$ cat src/rtl/lotr_ring_fabric.sv
// LOTR ring fabric: NUM_STOP register-per-hop stops with local inject/eject ports,
// in-flight priority, recirculation under eject back-pressure and hop-age drop.

package lotr_pkg;
  typedef enum logic [2:0] {
    OP_READ      = 3'd0,
    OP_WRITE     = 3'd1,
    OP_READ_RESP = 3'd2,
    OP_WRITE_ACK = 3'd3,
    OP_ATOMIC    = 3'd4,
    OP_FLUSH     = 3'd5,
    OP_NOP       = 3'd6,
    OP_ERROR     = 3'd7
  } t_opcode;
endpackage

module lotr_ring_fabric
  import lotr_pkg::*;
#(
  parameter int unsigned NUM_STOP = 4,
  parameter int unsigned ADDR_W   = 32,
  parameter int unsigned DATA_W   = 32,
  parameter int unsigned MAX_LAPS = 2
) (
  input  logic                QClk,
  input  logic                RstQnnnH,
  input  logic [NUM_STOP-1:0] InjValid,
  output logic [NUM_STOP-1:0] InjReady,
  input  logic [7:0]          InjDest    [NUM_STOP],
  input  logic [7:0]          InjSrc     [NUM_STOP],
  input  t_opcode             InjOpcode  [NUM_STOP],
  input  logic [ADDR_W-1:0]   InjAddress [NUM_STOP],
  input  logic [DATA_W-1:0]   InjData    [NUM_STOP],
  output logic [NUM_STOP-1:0] EjValid,
  input  logic [NUM_STOP-1:0] EjReady,
  output logic [7:0]          EjSrc      [NUM_STOP],
  output t_opcode             EjOpcode   [NUM_STOP],
  output logic [ADDR_W-1:0]   EjAddress  [NUM_STOP],
  output logic [DATA_W-1:0]   EjData     [NUM_STOP],
  output logic [15:0]         DropCount
);

  localparam int unsigned MAX_HOPS  = NUM_STOP * MAX_LAPS;
  localparam int unsigned AGE_W     = $clog2(MAX_HOPS + 1);
  localparam int unsigned SUM_W     = $clog2(NUM_STOP + 1);
  localparam int unsigned CNT_W     = 16;
  localparam int unsigned CNT_EXT_W = CNT_W + 1;

  typedef struct packed {
    logic              valid;
    logic [7:0]        dest;
    logic [7:0]        src;
    t_opcode           opcode;
    logic [ADDR_W-1:0] address;
    logic [DATA_W-1:0] data;
    logic [AGE_W-1:0]  age;
  } t_slot;

  t_slot                slotQ [NUM_STOP];
  t_slot                slotD [NUM_STOP];
  logic [NUM_STOP-1:0]  atDest;
  logic [NUM_STOP-1:0]  eject;
  logic [NUM_STOP-1:0]  drop;
  logic [NUM_STOP-1:0]  pass;
  logic [SUM_W-1:0]     dropSum;
  logic [CNT_EXT_W-1:0] dropSumExt;
  logic [CNT_W-1:0]     dropCnt;
  logic [CNT_W-1:0]     dropCntD;

  function automatic int unsigned prevStop(input int unsigned j);
    prevStop = (j == 0) ? NUM_STOP - 1 : j - 1;
  endfunction

  // Per-stop decision: eject beats drop, anything else keeps circulating.
  always_comb begin
    atDest  = '0;
    eject   = '0;
    drop    = '0;
    pass    = '0;
    dropSum = '0;
    for (int unsigned i = 0; i < NUM_STOP; i++) begin
      atDest[i] = slotQ[i].valid && (slotQ[i].dest == 8'(i));
      eject[i]  = atDest[i] && EjReady[i];
      drop[i]   = slotQ[i].valid && !eject[i] && (slotQ[i].age == AGE_W'(MAX_HOPS));
      pass[i]   = slotQ[i].valid && !eject[i] && !drop[i];
      dropSum   = dropSum + SUM_W'(drop[i]);
    end
    dropSumExt = {1'b0, dropCnt} + CNT_EXT_W'(dropSum);
    dropCntD   = dropSumExt[CNT_W] ? {CNT_W{1'b1}} : dropSumExt[CNT_W-1:0];
  end

  assign InjReady = ~pass;
  assign EjValid  = atDest;

  // Next slot contents: passing traffic first, else the upstream stop's inject.
  always_comb begin
    for (int unsigned j = 0; j < NUM_STOP; j++) begin
      slotD[j] = '0;
      if (pass[prevStop(j)]) begin
        slotD[j]     = slotQ[prevStop(j)];
        slotD[j].age = slotQ[prevStop(j)].age + AGE_W'(1);
      end else if (InjValid[prevStop(j)]) begin
        slotD[j].valid   = 1'b1;
        slotD[j].dest    = InjDest[prevStop(j)];
        slotD[j].src     = InjSrc[prevStop(j)];
        slotD[j].opcode  = InjOpcode[prevStop(j)];
        slotD[j].address = InjAddress[prevStop(j)];
        slotD[j].data    = InjData[prevStop(j)];
        slotD[j].age     = AGE_W'(1);
      end
    end
  end

  always_ff @(posedge QClk) begin
    if (RstQnnnH) begin
      for (int unsigned i = 0; i < NUM_STOP; i++) slotQ[i] <= '0;
      dropCnt <= '0;
    end else begin
      for (int unsigned i = 0; i < NUM_STOP; i++) slotQ[i] <= slotD[i];
      dropCnt <= dropCntD;
    end
  end

  always_comb begin
    for (int unsigned i = 0; i < NUM_STOP; i++) begin
      EjSrc[i]     = slotQ[i].src;
      EjOpcode[i]  = slotQ[i].opcode;
      EjAddress[i] = slotQ[i].address;
      EjData[i]    = slotQ[i].data;
    end
  end

  assign DropCount = dropCnt;

endmodule

$ cat config.mk
export PLATFORM = sky130hd
export DESIGN_NAME = lotr_ring_fabric
export DESIGN_NICKNAME = d
export VERILOG_FILES = /design/src/rtl/lotr_ring_fabric.sv
export SDC_FILE = /design/constraint.sdc
export NUM_CORES = 1
export LEC_CHECK = 0
export ABC_AREA = 1
export BUFFER_PORTS_ARGS = -buffer_cell sky130_fd_sc_hd__buf_2
export CAP_MARGIN = 25
export CORE_AREA = 5 5 254 256
export CTS_BUF_LIST = sky130_fd_sc_hd__clkbuf_4
export CTS_CLUSTER_SIZE = 24
export DETAILED_ROUTE_END_ITERATION = 6
export DIE_AREA = 0 0 259 261
export PLACE_DENSITY = 0.59
export SLEW_MARGIN = 10
export SYNTH_ARGS = -nofsm -noshare
export SYNTH_HDL_FRONTEND = slang
export SYNTH_SLANG_ARGS = --single-unit
$ cat constraint.sdc
create_clock -name QClk -period 2.9 [get_ports QClk]
set_input_delay 0.435 -clock QClk [delete_from_list [all_inputs] [get_ports QClk]]
set_output_delay 0.435 -clock QClk [all_outputs]
set_load 0.02 [all_outputs]
Word level (Yosys, flattened, before mapping)
Memories as Yosys holds them, arrays and structs flattened.
Index checks and enable logic that the tools add are counted.
- bitwise operators: 5
- add/subtract/negate cells: 8
- reduce and logical (&&, ||, !) cells: 29
- equal/unequal tests: 7
- multiplexer cells: 16
- operators with widths (cell ; count):
    $mux 88 ; 12
    $logic_and 1x1->1 ; 20
    $add 16x3->17 ; 1
    $add 4x1->4 const B ; 4
    $eq 4x4->1 const B ; 4
    $eq 8x2->1 const B ; 2
    $mux 16 ; 1
    $eq 8x1->1 const B ; 1
    $logic_not 1->1 ; 8
    $logic_not 8->1 ; 1
    $not 4->4 ; 1
    $or 1x1->1 ; 4
    $add 2x1->3 ; 1
    $add 3x1->3 ; 1
    $mux 1 ; 3
    $add 1x1->2 ; 1
- RAM bits: 352
- memories: 1
- logic and storage cells: 67
- output and inout bits: 324
- bits in registers: 16
- memories (name ; words ; width ; read ports ; clocked after Yosys merged registers in ; write ports ; RTL line ; source):
    slotQ ; 4 ; 88 ; 4 ; 0 ; 4 ; 59 ; t_slot slotQ [NUM_STOP];

Longest topological paths before layout
Gate-level depths: netlist of run 1.
- word-level depth: 11
- depth in mapped cells: 19
- mapped depth without buffers: 19

Worst setup path after synthesis of run 1
OpenSTA, ideal clock, no wires.
- path kind: register -> register
- from: mem slotQ[0][263] (netlist bit)
- to: reg dropCnt[11], in the netlist DropCount[11]
- setup slack: -0.011 ns
- stages on the path, launching flop included: 17
- setup time: 0.058 ns
- arrival: 2.853 ns
- cells stage by stage: dfxtp_1 nor3b_2 nand3_1 nand2_1 nor2_1 fa_1 inv_1 fa_1 inv_1 fa_1 nand4_1 nor2_1 nand3_1 buf_2 nand2_1 o21ai_0 inv_1
- RTL lines (element ; RTL line ; source):
    start: declaration ; 59 ;
    end signal: assignment ; 120 ; dropCnt <= dropCntD;
    end: declaration ; 67 ; logic [CNT_W-1:0] dropCnt;

==> results.sh, run 1 <==
export IMPL_dp_hpwl_mm=49.8
export IMPL_cts_root_buffer="clkbuf_4"
export IMPL_rows=92
export IMPL_relSlewSlack_pct=41.0
export IMPL_ir_worst_vdd_mv=0.361
export IMPL_io_buffers=665
export IMPL_tightestPinTransition_ps=885
export IMPL_dpl_worst_slack_ps=-157
export IMPL_avgSynthCellArea_um2=7.21
export IMPL_fin_nets=3510
export IMPL_max_cap_violations=0
export IMPL_start_kind="flop"
export IMPL_finalNonFillerCells=4087
export IMPL_synth_seq_area_share_pct=42.0
export IMPL_clock_skew_ps=56.0
export IMPL_htree_levels=3
export IMPL_antenna_found_initial=7
export IMPL_ys_warn_count=0
export IMPL_die_y_um=261
export IMPL_cp_max_fo=6
export IMPL_status="complete, no violations"
export IMPL_utilization_pct=39.8
export IMPL_period_share_pct=98.3
export IMPL_core_area_um2=62300
export IMPL_layout_common_cells="buf_2 (662), nand2_1 (538), nor2_1 (447)"
export IMPL_placed_area_um2=19800
export IMPL_dieArea_um2=67600
export IMPL_grt_max_degree=118
export IMPL_layout_commonest_cell="buf_2"
export IMPL_grt_ovfl_total=0
export IMPL_wl_per_cell_um=18.6
export IMPL_crit_path_start="slotQ[0][81]"
export IMPL_fin_tns_setup_ps=0
export IMPL_yosys_register_bits=368
export IMPL_synthesis_area_um2=17500
export IMPL_cts_tree="yes"
export IMPL_ios=666
export IMPL_worstSetupEndpointType="flop"
export IMPL_drc=0
export IMPL_drtAntennaViolNets=0
export IMPL_r2r_start="slotQ[0][81]"
export IMPL_area_growth_synth_to_final_pct=41.3
export IMPL_synth_distinct_cells=27
export IMPL_max_freq_mhz=351
export IMPL_hold_class="input port to flop"
export IMPL_rsz0062_at_grt="yes"
export IMPL_setup_slack_ps=49.9
export IMPL_die_w_um=259
export IMPL_final_hold_violation_count=0
export IMPL_grt_pass1_wl_mm=111
export IMPL_drtPass1Iterations=5
export IMPL_netlist_instances=2434
export IMPL_worst_setup_hold_path_clk_slew_ps=60
export IMPL_cp_arrival_ps=3620
export IMPL_drt_wl_total_mm=76.2
export IMPL_vias=18800
export IMPL_start_util_pct=28.2
export IMPL_clock_latency_ps=840
export IMPL_synth_nets=2788
export IMPL_power_density_nw_per_um2=548
export IMPL_fin_area_um2=24800
export IMPL_final_min_clock_period_ps=2850
export IMPL_slew_violations=0
export IMPL_via_per_inst=4.60
export IMPL_p_leak_nw=12.4
export IMPL_worstSetupPathType="flop to flop"
export IMPL_drive_above_1_share_pct=28.7
export IMPL_grt_pass1_vias=19100
export IMPL_grtUsageTotal_pct=21.0
export IMPL_setup_violations=0
export IMPL_critPathRequiredTime_ps=3670
export IMPL_gp_routability_congestion=0.863
export IMPL_cts_sinks=368
export IMPL_dpl_cell_count=3538
export IMPL_min_from="InjData[69]"
export IMPL_first_iter_violations=1460
export IMPL_clock_path_buffers=3
export IMPL_cts_buffers_inserted=101
==> cells by family (layout without fill, tap and decap cells) <==
logic type / count (synthesis) / in the layout / synth area share, %
simple gates: 1217 / 1219 / 28.6
compound gates: 280 / 280 / 9.33
buf+inv: 544 / 1340 / 18.5
xor+xnor: 13 / 13 / 0.649
other cells: 0 / 9 / 0
fa+ha+maj: 12 / 12 / 0.984
flops: 368 / 368 / 42.0
==> path summary, 6_finish.rpt <==
| check | slack, ps | depth (start not counted) | end |
|---|---|---|---|
| setup / recovery | 50 | 16 | DropCount[8] |
| hold / removal | 100 | 4 | slotQ[0][185] |
| setup reg to reg | 50 | 16 | DropCount[8] |
| hold reg to reg | 450 | 2 | slotQ[0][326] |
==> critical path: stages (launching register included) <==
cell     delay, ps
dfxtp_1        310
nor2_1         120
nand2_1         90
nor2_2         150
nand3_2         90
nand2_2         80
nor2_2          40
fa_1           500
inv_2           40
fa_2           340
inv_2           70
fa_2           220
nand4_1        120
nor2_2         170
nand3_2        110
buf_4          180
a31oi_1        140
==> cell usage after synthesis <==
cell	number	area share (%)
fa_1	3	0.34
nand4_1	6	0.21
nor3b_2	1	0.071
a31oi_1	1	0.036
buf_4	301	13
nand3_1	148	4.2
nand4_2	1	0.071
nor4_1	1	0.036
buf_1	16	0.34
ha_1	9	0.64
xor2_1	7	0.35
nand3_2	1	0.057
dfxtp_1	368	42
xnor2_1	6	0.30
nor2_1	454	9.7
nor3_1	6	0.17
a21oi_2	1	0.050
clkbuf_1	86	1.8
a21boi_0	92	3.9
inv_1	84	1.8
and2_1	2	0.071
o21ai_0	9	0.26
nand2_1	541	12
inv_2	1	0.021
nand3b_1	56	2.4
buf_2	56	1.6
a21oi_1	177	5.0
==> where the power goes <==
part	total [mW]	internal, mW	switching, mW
clock network	4.84	2.53	2.31
logic	3.02	1.21	1.81
registers	5.73	5.47	0.256
==> flip-flops by register name, summed over array words and instances (netlist names) <==
signal / count
DropCount: 16
slotQ: 352
==> final cells by class <==
type / count / area [um^2]
fill: 6292 / 37500
timing repair buffer: 1076 / 7590
multi-input combinational: 1524 / 7120
sequential: 368 / 7370
inverter: 85 / 328
clock inverter: 22 / 126
clock buffer: 157 / 1180
tap: 846 / 1060
antenna: 9 / 22.5
==> layer usage <==
metal / vias to the layer above / wire (um) / track usage (%) / part of all wire, %
li1: 8893 / - / - / -
met1: 8674 / 29500 / 24.4 / 39
met2: 1043 / 36500 / 35.6 / 48
met3: 209 / 6660 / 5.68 / 8.7
met4: 0 / 3490 / 11.1 / 4.6
met5: - / 0 / 0 / 0
==> metrics by stage <==
step	hold slack, ps	total power, mW
after floorplan	455	7.68
after global placement	459	8.38
after detailed placement	466	8.38
after CTS	1.69	13.7
after global routing	27.5	14.3
final	104	13.6
==> what timing repair did <==
| action | 4_1_cts | 5_1_grt |
|---|---|---|
| resized for setup | 12 | 15 |
| setup buffers | 4 | 6 |
| endpoints found under the setup margin | 20 | 18 |
| endpoints found under the hold margin | 340 | 0 |
| pin swaps | 8 | 15 |
| cloned | 2 | 1 |
| hold buffers | 348 | 0 |
(Power assumes the default switching activity.)
==> run 2, diff against run 1 <==
ABC_AREA = 0   (was 1)
CORE_AREA = 5 5 255 257   (was 5 5 254 256)
DIE_AREA = 0 0 260 262   (was 0 0 259 261)
PLACE_DENSITY = 0.56   (was 0.59)
==> run 2 against run 1 <==
  * The run now ends with DRC, setup timing left
  * Hold slack improved by 59 ps
  * Clock power fell by 4%
  * Sequential share of layout area up 1.5 points
  * First-iteration DRC count increased by 24%
  * Critical path type unchanged
  * Non-clock buffer count rose by 23
  * Utilization down 2.0 points
  * Power fell by 9.1%
  * Synthesized area down 7.1%
  * Combinational power decreased by 25%
  * Largest power group unchanged
==> results.sh, run 2 <==
export IMPL_status="complete, but fails checks"
export IMPL_violations="DRC, setup timing"
export IMPL_start_util_pct=26.1
export IMPL_fin_tns_setup_ps=-1760
export IMPL_crit_family="adder cells"
export IMPL_cp_common_cell="fa_2"
export IMPL_wl_per_cell_um=20.6
export IMPL_synth_nets=2354
export IMPL_drc=10
export IMPL_holdPathEnd="slotQ[0][3]"
export IMPL_swShare_pct=30.3
export IMPL_via_per_inst=4.86
export IMPL_p_int_mw=8.60
export IMPL_slowest_stage="or4_4"
export IMPL_synth_edf_count=0
export IMPL_yosys_register_bits=368
export IMPL_fin_nets=3085
export IMPL_cts_root_buffer="clkbuf_4"
export IMPL_clock_latency_ps=810
export IMPL_drtAntennaViolNets=0
export IMPL_rrSetupSlack_ps=-160
export IMPL_regToRegEndpoint="DropCount[10]"
export IMPL_synth_seq_area_share_pct=45.2
export IMPL_synth_area_leaders="dfxtp_1 (45%), buf_4 (14%), a21oi_1 (11%)"
export IMPL_die_w_um=260
export IMPL_grt_ovfl_total=0
export IMPL_cp_max_fo=6
export IMPL_start_kind="flop"
export IMPL_final_min_clock_period_ps=3060
export IMPL_yosysTopAreaCellShare_pct=45.2
export IMPL_drive_above_1_share_pct=33.7
export IMPL_top_register="slotQ"
export IMPL_rr_worst_depth=12
export IMPL_first_iter_violations=1804
export IMPL_ir_worst_vdd_mv=0.239
export IMPL_io_buffers=665
export IMPL_yosysTopAreaCell="dfxtp_1"
export IMPL_yosysMostFrequentCell="dfxtp_1"
export IMPL_hold_depth=5
export IMPL_final_hold_violation_count=0
export IMPL_cp_cell_sequence="or4_4 -> o31a_1 -> fa_1 -> inv_1 -> fa_2 -> inv_2 -> fa_2 -> nand3_4 -> buf_4 -> nor3_2 -> xnor2_1 -> a21oi_2"
export IMPL_htree_levels=3
export IMPL_tightestPinTransition_ps=700
export IMPL_grt_max_degree=86
export IMPL_hold_class="input port to flop"
export IMPL_gp_routability_congestion=0.894
export IMPL_synth_distinct_cells=46
export IMPL_p_leak_nw=10.2
export IMPL_min_from="EjReady[3]"
export IMPL_area_growth_synth_to_final_pct=45.1
export IMPL_worstSetupPathType="flop to flop"
export IMPL_clock_path_buffers=3
export IMPL_critPathRequiredTime_ps=3600
export IMPL_worstSetupEndpointType="flop"
export IMPL_ios=666
export IMPL_netlist_instances=2000
export IMPL_ys_warn_count=0
export IMPL_die_y_um=262
export IMPL_cts_sinks=368
export IMPL_ys_async_sr_fraction_pct=0
export IMPL_dp_hpwl_mm=49.3
export IMPL_r2r_start="slotQ[0][83]"
export IMPL_netlist_top_cells_count="dfxtp_1 (368), a21oi_1 (348), nand3_1 (343)"
export IMPL_synthFlopType="dfxtp_1"
export IMPL_dpl_worst_slack_ps=-228
export IMPL_dieArea_um2=68100
export IMPL_synthesis_area_um2=16300
export IMPL_grt_pass1_vias=18200
export IMPL_clock_skew_ps=64.4
export IMPL_placed_area_um2=18500
export IMPL_power_density_nw_per_um2=522
export IMPL_antenna_found_initial=9
export IMPL_slew_violations=0
export IMPL_grtUsageTotal_pct=20.5
export IMPL_grt_pass1_wl_mm=109
export IMPL_switching_power_mw=3.74
export IMPL_crit_buf_inv=3
export IMPL_drtPass1Iterations=7
export IMPL_largest_reg_flops=352
export IMPL_cp_arrival_ps=3760
export IMPL_max_cap_violations=0
export IMPL_combPwrFrac_pct=18.3
export IMPL_layout_common_cells="buf_2 (658), dfxtp_1 (364), dlygate4sd3_1 (354)"
export IMPL_relSlewSlack_pct=53.4
export IMPL_cts_tree="yes"
export IMPL_core_area_um2=62500
export IMPL_max_freq_mhz=327
export IMPL_p_seq_share_pct=44.1
export IMPL_drt_wl_total_mm=75.5
export IMPL_fin_area_um2=23600
export IMPL_rows=92
export IMPL_avgSynthCellArea_um2=8.15
export IMPL_clkPwrFrac_pct=37.7
export IMPL_worst_setup_hold_path_clk_slew_ps=70
export IMPL_layout_commonest_cell="buf_2"
export IMPL_finalPower_mw=12.3
export IMPL_vias=17800
export IMPL_rsz0062_at_grt="yes"
export IMPL_setup_violations=16
export IMPL_slowest_delay_ps=530
export IMPL_setup_slack_ps=-162
export IMPL_cts_buffers_inserted=100
export IMPL_period_share_pct=106
## run 2: worst max-delay path by stage
stage	from	to	cells after the start
final	slotQ[0][83]	DropCount[10]	12
after global routing	slotQ[0][84]	DropCount[0]	12
after CTS	slotQ[0][83]	DropCount[14]	11
after global placement	slotQ[0][83]	DropCount[14]	11
after floorplan	slotQ[0][261]	DropCount[13]	16
after detailed placement	slotQ[0][83]	DropCount[14]	11
## run 2: logic make-up (layout without fill, tap and decap cells)
family / after synthesis / after routing / share of synthesized area, %
compound gates: 447 / 447 / 15.3
xor+xnor: 16 / 16 / 0.860
fa+ha+maj: 12 / 12 / 1.06
buf+inv: 492 / 1294 / 18.7
flops: 368 / 368 / 45.2
other cells: 0 / 11 / 0
simple gates: 665 / 665 / 18.8
## run 2: layout make-up
type,instances,area [um^2]
fill,6413,38900
timing repair buffer,1099,7770
sequential,368,7370
multi-input combinational,1140,6070
clock buffer,145,1090
tap,846,1060
clock inverter,28,146
inverter,21,93.8
antenna,11,27.5
timing repair inverter,1,8.76
## run 2: layer usage
metal  part of all wire [%]  track usage [%]  wire length [um]
met1                     38             25.1             29000
met2                     47             32.7             35400
met3                    9.8             6.17              7400
met4                    4.9             10.7              3690
met5                      0                0                 0
## run 2: through the flow
| stage | util, % | hold slack [ps] | cells |
|---|---|---|---|
| 4_1_cts | 37.5 | 1.96 | 3637 |
| 5_1_grt | 37.8 | 38.9 | 3656 |
| 3_5_place_dp | 29.6 | 440 | 3098 |
| 2_1_floorplan | - | 426 | 2000 |
| 6_report | 37.8 | 164 | 3659 |
| 3_3_place_gp | 29.6 | 435 | 3098 |
## run 2: worst reg2reg max path, stage by stage, from the launching register on
cell and delay [ps]:
dfxtp_1 310, or4_4 530, o31a_1 300, fa_1 480
inv_1 50, fa_2 350, inv_2 60, fa_2 220
nand3_4 130, buf_4 170, nor3_2 160, xnor2_1 160
a21oi_2 80
## run 2: timing repair
item                                   CTS  global route
cloned                                   1             0
gates resized for setup                 14            26
setup buffers                           11            12
hold buffers                           354             0
setup endpoints to repair               20            20
endpoints found under the hold margin  344             0
pin swaps                                7             6
## run 2: power by group through the flow
stage	sequential [mW]	clock [mW]	combinational (mW)
after floorplan	5.49	0	1.20
after global placement	5.54	0	1.78
after detailed placement	5.54	0	1.78
after CTS	5.43	4.80	2.19
after global routing	5.46	5.07	2.38
final	5.44	4.65	2.26
